File: config.mk
export PLATFORM = sky130hd
export DESIGN_NAME = pll_rst_seq
export DESIGN_NICKNAME = d
export VERILOG_FILES = /design/src/rtl/pll_rst_seq.sv
export SDC_FILE = /design/constraint.sdc
export NUM_CORES = 1
export LEC_CHECK = 0
export BUFFER_PORTS_ARGS = -buffer_cell sky130_fd_sc_hd__buf_2
export CAP_MARGIN = 10
export CORE_ASPECT_RATIO = 0.6
export CORE_UTILIZATION = 55
export CTS_CLUSTER_SIZE = 40
export DETAILED_ROUTE_END_ITERATION = 16
export PLACE_DENSITY = 0.78
export SLEW_MARGIN = 40
export SYNTH_ARGS = -nofsm -noshare
export SYNTH_HDL_FRONTEND = slang
export SYNTH_SLANG_ARGS = --single-unit
export TNS_END_PERCENT = 1
File: constraint.sdc
create_clock -name sys_clk -period 7 [get_ports sys_clk]
set_input_delay 0.35 -clock sys_clk [delete_from_list [all_inputs] [get_ports sys_clk]]
set_output_delay 0.35 -clock sys_clk [all_outputs]
set_load 0.1 [all_outputs]
File: src/rtl/pll_rst_seq.sv
// PLL reset sequencer: holds the PLL in reset, waits for a synchronized lock, retries on timeout
// and releases pll_rdy once lock is stable. Optional macro PLL_RELOCK_EN: lock loss in RUN re-resets the PLL.
module pll_rst_seq #(
  parameter int RST_HOLD     = 1000,
  parameter int LOCK_TIMEOUT = 500000,
  parameter int LOCK_STABLE  = 1024,
  parameter int RETRY_MAX    = 3
) (
  input  logic       sys_clk,
  input  logic       rst_n,
  input  logic       pll_lock,
  output logic       pll_rst,
  output logic       pll_rdy,
  output logic       pll_fail,
  output logic [1:0] retry_cnt,
  output logic [7:0] loss_cnt
);

  localparam int MAX_AB = (RST_HOLD > LOCK_TIMEOUT) ? RST_HOLD : LOCK_TIMEOUT;
  localparam int MAX_P  = (MAX_AB > LOCK_STABLE) ? MAX_AB : LOCK_STABLE;
  localparam int CW     = (MAX_P > 1) ? $clog2(MAX_P) : 1;

  // Reload values make each state last exactly its parameter in cycles.
  localparam logic [CW-1:0] HOLD_LD   = CW'(RST_HOLD - 1);
  localparam logic [CW-1:0] WAIT_LD   = CW'(LOCK_TIMEOUT - 1);
  localparam logic [CW-1:0] STABLE_LD = CW'(LOCK_STABLE - 1);

  typedef enum logic [2:0] {
    HOLD      = 3'd0,
    WAIT_LOCK = 3'd1,
    STABLE    = 3'd2,
    RUN       = 3'd3,
    FAIL      = 3'd4
  } state_t;

  logic [1:0]    rst_sync_r;
  logic          rst_rel_s;
  logic          sync1_r;
  logic          lock_s;
  state_t        state_r, state_nx;
  logic [CW-1:0] cnt_r, cnt_nx;
  logic [1:0]    retry_r, retry_nx;
  logic [7:0]    loss_r, loss_nx;
  logic          rst_nx, rdy_nx, fail_nx;

  assign rst_rel_s = rst_sync_r[1];
  assign retry_cnt = retry_r;
  assign loss_cnt  = loss_r;

  // Reset release synchronizer: assert asynchronously, release after two clock edges.
  always_ff @(posedge sys_clk or negedge rst_n) begin
    if (!rst_n) begin
      rst_sync_r <= 2'b00;
    end else begin
      rst_sync_r <= {rst_sync_r[0], 1'b1};
    end
  end

  // Two-flop synchronizer for the asynchronous PLL lock.
  always_ff @(posedge sys_clk or negedge rst_n) begin
    if (!rst_n) begin
      sync1_r <= 1'b0;
      lock_s  <= 1'b0;
    end else begin
      sync1_r <= pll_lock;
      lock_s  <= sync1_r;
    end
  end

  // State, counter and registered outputs; held at reset values until release completes.
  always_ff @(posedge sys_clk or negedge rst_n) begin
    if (!rst_n) begin
      state_r  <= HOLD;
      cnt_r    <= HOLD_LD;
      retry_r  <= 2'd0;
      loss_r   <= 8'd0;
      pll_rst  <= 1'b1;
      pll_rdy  <= 1'b0;
      pll_fail <= 1'b0;
    end else if (!rst_rel_s) begin
      state_r  <= HOLD;
      cnt_r    <= HOLD_LD;
      retry_r  <= 2'd0;
      loss_r   <= 8'd0;
      pll_rst  <= 1'b1;
      pll_rdy  <= 1'b0;
      pll_fail <= 1'b0;
    end else begin
      state_r  <= state_nx;
      cnt_r    <= cnt_nx;
      retry_r  <= retry_nx;
      loss_r   <= loss_nx;
      pll_rst  <= rst_nx;
      pll_rdy  <= rdy_nx;
      pll_fail <= fail_nx;
    end
  end

  // Next-state logic; lock takes priority over timeout expiry in WAIT_LOCK.
  always_comb begin
    state_nx = state_r;
    cnt_nx   = cnt_r;
    retry_nx = retry_r;
    loss_nx  = loss_r;
    case (state_r)
      HOLD: begin
        if (cnt_r == '0) begin
          state_nx = WAIT_LOCK;
          cnt_nx   = WAIT_LD;
        end else begin
          cnt_nx = cnt_r - CW'(1);
        end
      end
      WAIT_LOCK: begin
        if (lock_s) begin
          state_nx = STABLE;
          cnt_nx   = STABLE_LD;
        end else if (cnt_r == '0) begin
          if ({30'd0, retry_r} < 32'(RETRY_MAX - 1)) begin
            retry_nx = retry_r + 2'd1;
            state_nx = HOLD;
            cnt_nx   = HOLD_LD;
          end else begin
            state_nx = FAIL;
            cnt_nx   = '0;
          end
        end else begin
          cnt_nx = cnt_r - CW'(1);
        end
      end
      STABLE: begin
        if (!lock_s) begin
          state_nx = WAIT_LOCK;
          cnt_nx   = WAIT_LD;
        end else if (cnt_r == '0) begin
          state_nx = RUN;
          cnt_nx   = '0;
          retry_nx = 2'd0;
        end else begin
          cnt_nx = cnt_r - CW'(1);
        end
      end
      RUN: begin
        if (!lock_s) begin
          if (loss_r != 8'hFF) begin
            loss_nx = loss_r + 8'd1;
          end else begin
            loss_nx = loss_r;
          end
`ifdef PLL_RELOCK_EN
          state_nx = HOLD;
          cnt_nx   = HOLD_LD;
          retry_nx = 2'd0;
`else
          state_nx = WAIT_LOCK;
          cnt_nx   = WAIT_LD;
`endif
        end else begin
          state_nx = RUN;
        end
      end
      FAIL: begin
        state_nx = FAIL;
      end
      default: begin
        state_nx = HOLD;
        cnt_nx   = HOLD_LD;
      end
    endcase
  end

  // Output decode from the next state so the registered outputs line up with the state register.
  always_comb begin
    rst_nx  = 1'b0;
    rdy_nx  = 1'b0;
    fail_nx = 1'b0;
    case (state_nx)
      HOLD: rst_nx = 1'b1;
      RUN:  rdy_nx = 1'b1;
      FAIL: begin
        rst_nx  = 1'b1;
        fail_nx = 1'b1;
      end
      default: begin
        rst_nx  = 1'b0;
        rdy_nx  = 1'b0;
        fail_nx = 1'b0;
      end
    endcase
  end

endmodule
==> run metrics <==
Filler Cells Inserted=332; vias in the first global route=approximately 1800; Initial Util=60.4%; worst vdd ir=about 0.00013 V; most numerous cell in the Yosys netlist=dfrtp_1; CTS tree=yes; Async SR Flop Fraction=between 90% and 100%; Post-CTS Setup Repair Bufs=0; Crit Path Max Fanout=10; reg2reg setup slack=4.46 ns; overall routing resource usage=around 28%; Hold Buf Count CTS=0; main area contributors after synthesis=dfrtp_1 (32%), dfstp_2 (10%), o21ai_0 (4.1%); Final Critical Period=~2.5 ns; largest area contributor in the netlist=dfrtp_1; Slew headroom=48.9%; Worst R2R Start=cnt_r[13]; worst path required time=7.23 ns; share of the synthesized area in the top cell type=around a third; Worst R2R End=cnt_r[3]; crit path capture=cnt_r[3]; via count=about 2100; I/O Pins=16; Die Area=around 4500 um^2; Combinational Power Share=around 5%; final setup vio count=0; commonest register cell after synthesis=dfrtp_1; Cells after Synth=~260; Gates resized, CTS repair=0; number of remaining DRC errors=0; maxcap violations=0; Syn Nets=269; nets@finish=281; sequential share of power=around 58%; element type at the critical path end=register; Final period util=between 30% and 40%; antenna violations before repair=0; worst r2r path cells=6; Iteration-0 DRC Markers=just under 400; Clock Pin Slew Worst Setup and Hold Paths=around 0.080 ns; Startpoint Class=register; Initial DRT Pass Iterations=5; clk_lat worst skew=0.29 ns; CTS Sinks=39; switch share=around a quarter; CTS root buffer=clkbuf_8; setup TNS=0 ns; HPWL after detailed placement=4010 um; Setup WS pre-CTS=4.52 ns; Max Clk Rate=between 300 and 400 MHz; Core Area=between 3000 and 4000 um^2; total CTS buffers=5; critical path arrival=2.77 ns; vias per cell=slightly above 6; die height=52.3 um; post-synthesis sequential area ratio=42.5%; power per standard cell area=161 nW/um^2; n_diodes=0; Routed WL=5550 um; Internal Power=approximately 300 uW; Clk pwr share=between 30 and 40%; Hold WC Path Type=in -> async; Rows=17; fin worst setup slack=4.46 ns; area grow syn2layout=8.83%; outcome=complete, no violations; commonest cells in the netlist=dfrtp_1 (30), nor2_1 (24), nand2_1 (22), o21ai_0 (19); wire per inst=16.7 um; Worst Hold Slack=around 0.012 ns; Setup crit start=cnt_r[13]; Final Slew Violations=0; CTS max path bufs=2; Net Sw Power=101 uW; Multi-input gate area=between 1000 and 1500 um^2; syn_area_per_cell=about 9 um^2; EDFF count, synth=0; Max Clock Skew=0.00471 ns; RSZ-0062 raised after global routing=false; Reg area=between 900 and 1000 um^2; Placer Congestion=roughly 0.97; YS warnings=0; Unique masters post-synth=55; share of cells above drive strength 1=15.6%; synthesized cell area=2320 um^2; Hold Fails Final Rpt=0; Die W=between 80 and 90 um; critical path class=reg -> reg; htree depth=2; Yosys reg bits=39; Buffers on Ports=15; Leakage=between 0.001 and 0.0015 uW; first-pass GRT wire length=about 9600 um; Detail Route Antenna Nets=0; largest net degree at the start of global routing=40; Worst Max-Slew Pin Slew=about 0.76 ns; grt ovf=0
per-stage QoR:
| step | util, % | instances | power, uW | area, um^2 |
|---|---|---|---|---|
| CTS | 65.5 | 333 | 407 | 2520 |
| detailed placement | 63.1 | 325 | 257 | 2430 |
| floorplan | - | 263 | 249 | 2320 |
| global route | 65.7 | 333 | 425 | 2530 |
| global placement | 63.1 | 325 | 257 | 2430 |
| finish | 65.7 | 333 | 407 | 2530 |
layout make-up:
cell class | instances | area share [%]
multi-input combinational | 205 | 50.2
timing repair buffer | 15 | 3.07
clock inverter | 3 | 0.792
tap | 57 | 2.82
sequential | 39 | 39.0
inverter | 9 | 1.34
clock buffer | 5 | 2.72
routing by layer:
metal  up-vias  global-route usage [%]  share of wire [%]
li1        990                       -                  -
met3         4                    5.98                8.9
met4         0                    5.28               0.31
met1       968                    48.4                 52
met5         -                       0                  0
met2       105                    34.9                 38
power by group through the flow:
stage,combinational [uW],sequential [uW],clock [uW]
2_1_floorplan,13.4,235,0
3_3_place_gp,18.5,238,0
3_5_place_dp,19.3,238,0
4_1_cts,19.7,234,154
5_1_grt,22.6,235,168
6_report,19.7,234,153
state kept, by name, summed over array words and instances, names as in the netlist:
register    cells
cnt_r          19
rst_sync_r      2
pll_rst         1
loss_cnt        8
lock_s          1
state_r         3
retry_cnt       2
pll_fail        1
sync1_r         1
pll_rdy         1
how the worst min path moves through the flow:
| stage | from | endpoint | slack (ns) | cells after the start |
|---|---|---|---|---|
| after floorplan | rst_n | cnt_r[10] | 0.05 | 0 |
| after global placement | sync1_r | lock_s | 0.33 | 0 |
| after detailed placement | rst_sync_r[0] | rst_sync_r[1] | 0.34 | 0 |
| after CTS | pll_lock | sync1_r | 0.16 | 1 |
| after global routing | rst_n | loss_cnt[5] | 0.05 | 1 |
| final | rst_n | loss_cnt[4] | 0.01 | 1 |
cells in the final DEF (no fill, tap or decap), types with 2 or more instances in the layout:
master	instances
dfrtp_1	30
nor2_1	24
nand2_1	22
o21ai_0	19
buf_2	14
nand3_1	11
a21oi_1	11
inv_1	9
nor3_1	9
dfstp_2	9
a31oi_1	8
or3_1	7
nor2b_1	7
and2_1	7
nand2b_1	5
nand4_1	5
nor3b_1	5
a21boi_0	5
xor2_1	5
clkbuf_8	5
nor4_1	4
xnor2_1	4
and3_1	3
o211ai_1	3
a211oi_1	3
o311ai_0	3
ha_1	3
nor4_2	2
or2_2	2
a41oi_1	2
a22o_1	2
a221o_1	2
clkinvlp_4	2
worst max-delay path, stage by stage (launching register included):
cell      delay, ns
dfrtp_1        0.44
or4_4          0.59
or3_4          0.42
nor2_2         0.37
a21boi_0       0.25
a21oi_1        0.22
o2111a_1       0.18
cells by family (layout without fill, tap and decap cells):
group | Yosys count | after routing | synth area share, %
adder cells (fa/ha/maj) | 3 | 3 | 1.62
XOR/XNOR | 9 | 9 | 3.39
AND/OR/NAND/NOR | 120 | 120 | 27.7
other | 1 | 1 | 0.161
flip-flops | 39 | 39 | 42.5
buffers and inverters | 19 | 32 | 3.12
AO/OA/AOI/OAI | 70 | 70 | 20.6
multiplexers | 2 | 2 | 0.915
Note: power is estimated with default switching activity, not from simulation.
